$ cat src/rtl/fetch_unit.sv
// Instruction fetch stage: holds PC/IR, one imem read per instruction, presents op/operand.
// Latency: instr_valid one cycle after imem_ready; backpressure: FETCH waits on imem_ready, ISSUE waits on ex_done.
module fetch_unit #(
  parameter int IW       = 16,
  parameter int PC_W     = 12,
  parameter int RESET_PC = 0
) (
  input  logic            clk,
  input  logic            rst_n,
  output logic            imem_req,
  output logic [PC_W-1:0] imem_addr,
  input  logic            imem_ready,
  input  logic [IW-1:0]   imem_rdata,
  output logic [3:0]      op,
  output logic [IW-5:0]   operand,
  output logic            instr_valid,
  output logic [PC_W-1:0] pc,
  input  logic            jump,
  input  logic            branch,
  input  logic            acc_zero,
  input  logic            ex_done
);

  typedef enum logic [1:0] {IDLE, FETCH, ISSUE} state_t;

  state_t          state_q, state_d;
  logic [PC_W-1:0] pc_q, pc_d;
  logic [IW-1:0]   ir_q, ir_d;
  logic            req_q, req_d;
  logic            vld_q, vld_d;
  logic [PC_W-1:0] next_pc;

  // Jump and taken branch share the same target field, so jump priority is implicit.
  always_comb begin
    next_pc = pc_q + 1'b1;
    if (jump || (branch && acc_zero)) begin
      next_pc = ir_q[PC_W-1:0];
    end
  end

  always_comb begin
    state_d = state_q;
    pc_d    = pc_q;
    ir_d    = ir_q;
    req_d   = req_q;
    vld_d   = vld_q;
    case (state_q)
      IDLE: begin
        state_d = FETCH;
        req_d   = 1'b1;
      end
      FETCH: begin
        if (imem_ready) begin
          ir_d    = imem_rdata;
          state_d = ISSUE;
          req_d   = 1'b0;
          vld_d   = 1'b1;
        end
      end
      ISSUE: begin
        if (ex_done) begin
          pc_d    = next_pc;
          state_d = FETCH;
          req_d   = 1'b1;
          vld_d   = 1'b0;
        end
      end
      default: begin
        state_d = IDLE;
        req_d   = 1'b0;
        vld_d   = 1'b0;
      end
    endcase
  end

  always_ff @(posedge clk or negedge rst_n) begin
    if (!rst_n) begin
      state_q <= IDLE;
      pc_q    <= PC_W'(RESET_PC);
      ir_q    <= '0;
      req_q   <= 1'b0;
      vld_q   <= 1'b0;
    end else begin
      state_q <= state_d;
      pc_q    <= pc_d;
      ir_q    <= ir_d;
      req_q   <= req_d;
      vld_q   <= vld_d;
    end
  end

  assign imem_req    = req_q;
  assign imem_addr   = pc_q;
  assign pc          = pc_q;
  assign instr_valid = vld_q;
  assign op          = ir_q[IW-1:IW-4];
  assign operand     = ir_q[IW-5:0];

endmodule

$ cat config.mk
export PLATFORM = sky130hd
export DESIGN_NAME = fetch_unit
export DESIGN_NICKNAME = d
export VERILOG_FILES = /design/src/rtl/fetch_unit.sv
export SDC_FILE = /design/constraint.sdc
export NUM_CORES = 1
export LEC_CHECK = 0
export BUFFER_PORTS_ARGS = -buffer_cell sky130_fd_sc_hd__buf_2
export CAP_MARGIN = 20
export CORE_ASPECT_RATIO = 1.75
export CORE_MARGIN = 2
export CORE_UTILIZATION = 40
export DETAILED_ROUTE_END_ITERATION = 6
export PLACE_DENSITY_LB_ADDON = 0.12
export SLEW_MARGIN = 30
export SYNTH_ARGS = -nofsm -noshare
export SYNTH_HDL_FRONTEND = slang
export SYNTH_SLANG_ARGS = --single-unit
$ cat constraint.sdc
create_clock -name clk -period 2.5 [get_ports clk]
set_clock_uncertainty 0.1 [all_clocks]
set_input_delay 0.5 -clock clk [delete_from_list [all_inputs] [get_ports clk]]
set_output_delay 0.5 -clock clk [all_outputs]
set_load 0.01 [all_outputs]
Word-level counts from Yosys, hierarchy flattened
Cells that the tools add are included.
- flip-flop bits (word level): 32
- bits in latches: 0
- bits in writable memories: 0
- memory bits (read-only): 0
- bits of input ports: 23
- output and inout port bits: 42
- memories: 0
- add/sub/neg operators: 1
- $mul: 0
- divide/modulo/power cells: 0
- order comparisons: 0
- equal/unequal tests: 4
- shift-type cells: 0
- muxes and demuxes: 10
- bitwise operators: 1
- reductions and logical operators: 7
- operators by type and width (kind ; count):
    $add A12 B1 Y12 const B ; 1
    $mux W12 ; 1
    $pmux W1 S3 ; 2
    $pmux W2 S3 ; 1
    $reduce_and A2 Y1 ; 3
    $mux W1 ; 4
    $mux W2 ; 2
    $ne A2 B2 Y1 const B ; 2
    $reduce_and A3 Y1 ; 1
    $eq A2 B1 Y1 const B ; 1
    $eq A2 B2 Y1 const B ; 1
    $logic_not A2 Y1 ; 1
    $logic_and A1 B1 Y1 ; 1
    $logic_or A1 B1 Y1 ; 1
    $not A1 Y1 ; 1

Depth between registers and ports, before layout
- depth in word-level cells: 3
- gate-level depth with buffers: 6
- depth with buffers taken out: 5

Least setup slack after synthesis
Ideal clock, no wire load.
- path type: register to register
- start point: register pc_q[0], in the netlist imem_addr[0]
- end point: register pc_q[4], in the netlist imem_addr[4]
- setup time: 126 ps
- arrival: 1317 ps
- required time: 2274 ps
- slack: 957 ps
- cell stages (with the launch flop): 7
- buffers on the path: 1
- clock period less this slack: 1543 ps
- cell sequence: dfrtp_1 -> ha_1 -> and3_2 -> buf_4 -> nand2b_1 -> a21oi_1 -> a21oi_1
- cells in the longest elaborated chain, start to end: 2
- ends and longest elaborated chain (what ; RTL line ; RTL):
    from (decl) ; 27 ; logic [PC_W-1:0] pc_q, pc_d;
    from (signal assigned) ; 79 ; pc_q <= PC_W'(RESET_PC);
    from (signal assigned) ; 85 ; pc_q <= pc_d;
    $add A12 B1 Y12 ; 35 ; next_pc = pc_q + 1'b1;
    $mux W12 ; 36 ; if (jump || (branch && acc_zero)) begin
Every way passes these cells.
A chain may end at the register's enable or synchronous reset.

Worst setup path after layout
- start point: register state_q[0]
- end point: register pc_q[8], in the netlist imem_addr[8]
- cells in the longest elaborated chain, start to end: 2
- ends and longest elaborated chain (what ; RTL line ; RTL):
    from (decl) ; 26 ; state_t state_q, state_d;
    from (signal assigned) ; 84 ; state_q <= state_d;
    $eq A2 B2 Y1 ; 47 ; case (state_q)
    $reduce_and A2 Y1 (no source line) ; - ;
Every way passes these cells.

==> impl_metrics.toml <==
[status]
status = "complete, no violations"

[sta]
fmaxAchievable_ghz = 0.644
hold_viol = 0
drv_slew = 0
finalSetupViolCount = 0
slew_headroom_pct = 54.8
finalCriticalPeriod_ps = 1550
rsz0062_at_grt = "false"
tightest_slew_ps = 678
final.period_utilization_pct = 62.1
fin_setup_tns_ps = 0
whs_ps = 156

[global_routing]
grt_start_max_net_pins = 34
antenna_found_initial = 0
grt_usage_pct = 16.0
gr-total-overflow = 0
first_global_vias = 1190
grt_pass1_wl_um = 5380

[finish]
drive_gt1_share_pct = 47.2
mostFrequentLayoutCells = "buf_2 (64), dfrtp_1 (31), mux2_2 (16)"
fin_area_um2 = 1920
final_nets = 222
area_growth_pct = 20.1
final_common_cell = "buf_2"
n_antenna_cell = 0

[clocking]
cts_resized = 0
htree_levels = 2
cts_num_sinks = 31
cts_buffer_depth = 2
cts_hold_buf = 0
cts.clk_slew.worst_paths_ps = 60
root_buffer = "clkbuf_8"
cts_made_buffers = 5
postCtsSetupBuffers = 0
cts_tree = "yes"
clock_latency_ps = 280

[min_path]
min_path_type = "in -> async"

[detailed_routing]
wl_per_cell_um = 13.3
drc = 0
first_pass_iters = 4
drt_wl_total_um = 3290
dr_total_vias = 1270
drtAntennaViolNets = 0
viasPerCell = 5.14
drtIter0Drc = 21

[worst_setup_path]
crit-reg2reg-launch = "state_q[0]"
worst_ep_arrival_time_ps = 1650
r2r-end = "imem_addr[8]"
cpPeakStageDelay_ps = 460
crit_slowest_cell = "dfrtp_1"
cp_cell_sequence = "nand3b_1 > a21oi_1 > a2bb2oi_1"
path_buf_inv = 0
start_kind = "flip-flop"
worstPathMaxFanout = 12
crit_type = "reg -> reg"
rrSetupSlack_ps = 950
worstPathRequired_ps = 2600
rr_worst_depth = 3
crit_path_end_kind = "flip-flop"
path_delay_family = "flip-flops"

[die]
dieArea_um2 = 4550
start_util_pct = 41.4
ios = 65
rows = 30
core_region_area_um2 = 3870
die_w_um = 51.8
die_h_um = 87.7

[pwr]
powerDensity_nw_per_um2 = 1300
p_leak_nw = 0.904
ir_worst_vdd_v = 0.000643

[yosys]
synth_area_um2 = 1600
syn_inst = 146
yosys_warnings = 0
synth_area_leaders = "dfrtp_1 (48%), mux2_2 (11%), buf_4 (7.0%)"
synth.top_cell.area_share_pct = 48.4
yosysTopAreaCell = "dfrtp_1"
seq_area_frac_synth_pct = 48.4
synth.avg_cell_area_um2 = 11.0
synth_seq_cells = 31
synth_cell_types = 26
synth_fp_nets = 170

[placement]
port_buffers = 64
hpwlAfterDp_um = 2450
placed_cell_area_um2 = 1820
routabilityCongestion = 0.756

[run]
maxCapViolCount = 0
final cells by class:
| type | instances | area (µm²) |
|---|---|---|
| inverter | 2 | 7.51 |
| sequential | 31 | 776 |
| tap | 48 | 60.1 |
| fill | 367 | 1940 |
| multi-input combinational | 92 | 644 |
| clock buffer | 8 | 100 |
| timing repair buffer | 66 | 335 |
per-layer routing:
layer  routed length [µm]  track usage [%]  up-vias
met5                    0                0        -
met4                   66             7.89        0
met3                  184             4.61        7
met2                 1830             27.7       46
met1                 1210             17.3      600
li1                     -                -      617
cell usage after synthesis:
cell and count:
dfrtp_1 31, mux2_2 16, buf_4 15, a21oi_1 13, nand2_1 13, o21ai_0 9, a2bb2oi_1 7, nand3_1 7
o22ai_1 6, buf_6 5, nor2_1 4, a21oi_2 2, and3_1 2, inv_1 2, nand2b_1 2, nand4_1 2
a22oi_1 1, and3_2 1, and4_1 1, buf_2 1, ha_1 1, mux2i_1 1, nand3b_1 1, nand3b_4 1
nand4_4 1, nor2b_1 1
worst max path at each step:
stage | from | to | slack, ps | cells past startpoint
finish | state_q[0] | imem_addr[8] | 950 | 3
floorplan | imem_addr[0] | imem_addr[4] | 960 | 6
detailed placement | ex_done | imem_addr[8] | 890 | 4
global placement | ex_done | imem_addr[5] | 940 | 4
global route | state_q[0] | imem_addr[2] | 770 | 4
CTS | state_q[0] | imem_addr[8] | 910 | 3
kinds of logic after synthesis:
group / synth area share, %
AO/OA/AOI/OAI: 14.6
AND/OR/NAND/NOR: 13.0
flip-flops: 48.4
buffers and inverters: 11.3
multiplexers: 11.9
adder cells (fa/ha/maj): 0.781
worst register-to-register path: stages, from the launching register on:
cell and delay [ps]:
dfrtp_1 460, nand3b_1 470, a21oi_1 270, a2bb2oi_1 180
metrics by stage:
stage / util, % / total power (W) / std cells / setup slack [ps]
after floorplan: - / 0.00179 / 146 / 957
after global placement: 47.2 / 0.00208 / 239 / 941
after detailed placement: 47.2 / 0.00211 / 239 / 888
after CTS: 49.7 / 0.00255 / 247 / 911
after global routing: 49.7 / 0.00270 / 247 / 774
final: 49.7 / 0.00250 / 247 / 948
report_power, final:
| group | internal (W) | switching [W] | leakage (nW) | total, W |
|---|---|---|---|---|
| clock network | 0.000251 | 0.000174 | 0.0515 | 0.000424 |
| registers | 0.000757 | 0.000271 | 0.361 | 0.00103 |
| logic | 0.000532 | 0.000518 | 0.491 | 0.00105 |
flip-flops by register name (all words and copies together), names as in the netlist:
name         count
instr_valid      1
state_q          2
ir_q            16
imem_addr       12
(Power assumes the default switching activity.)
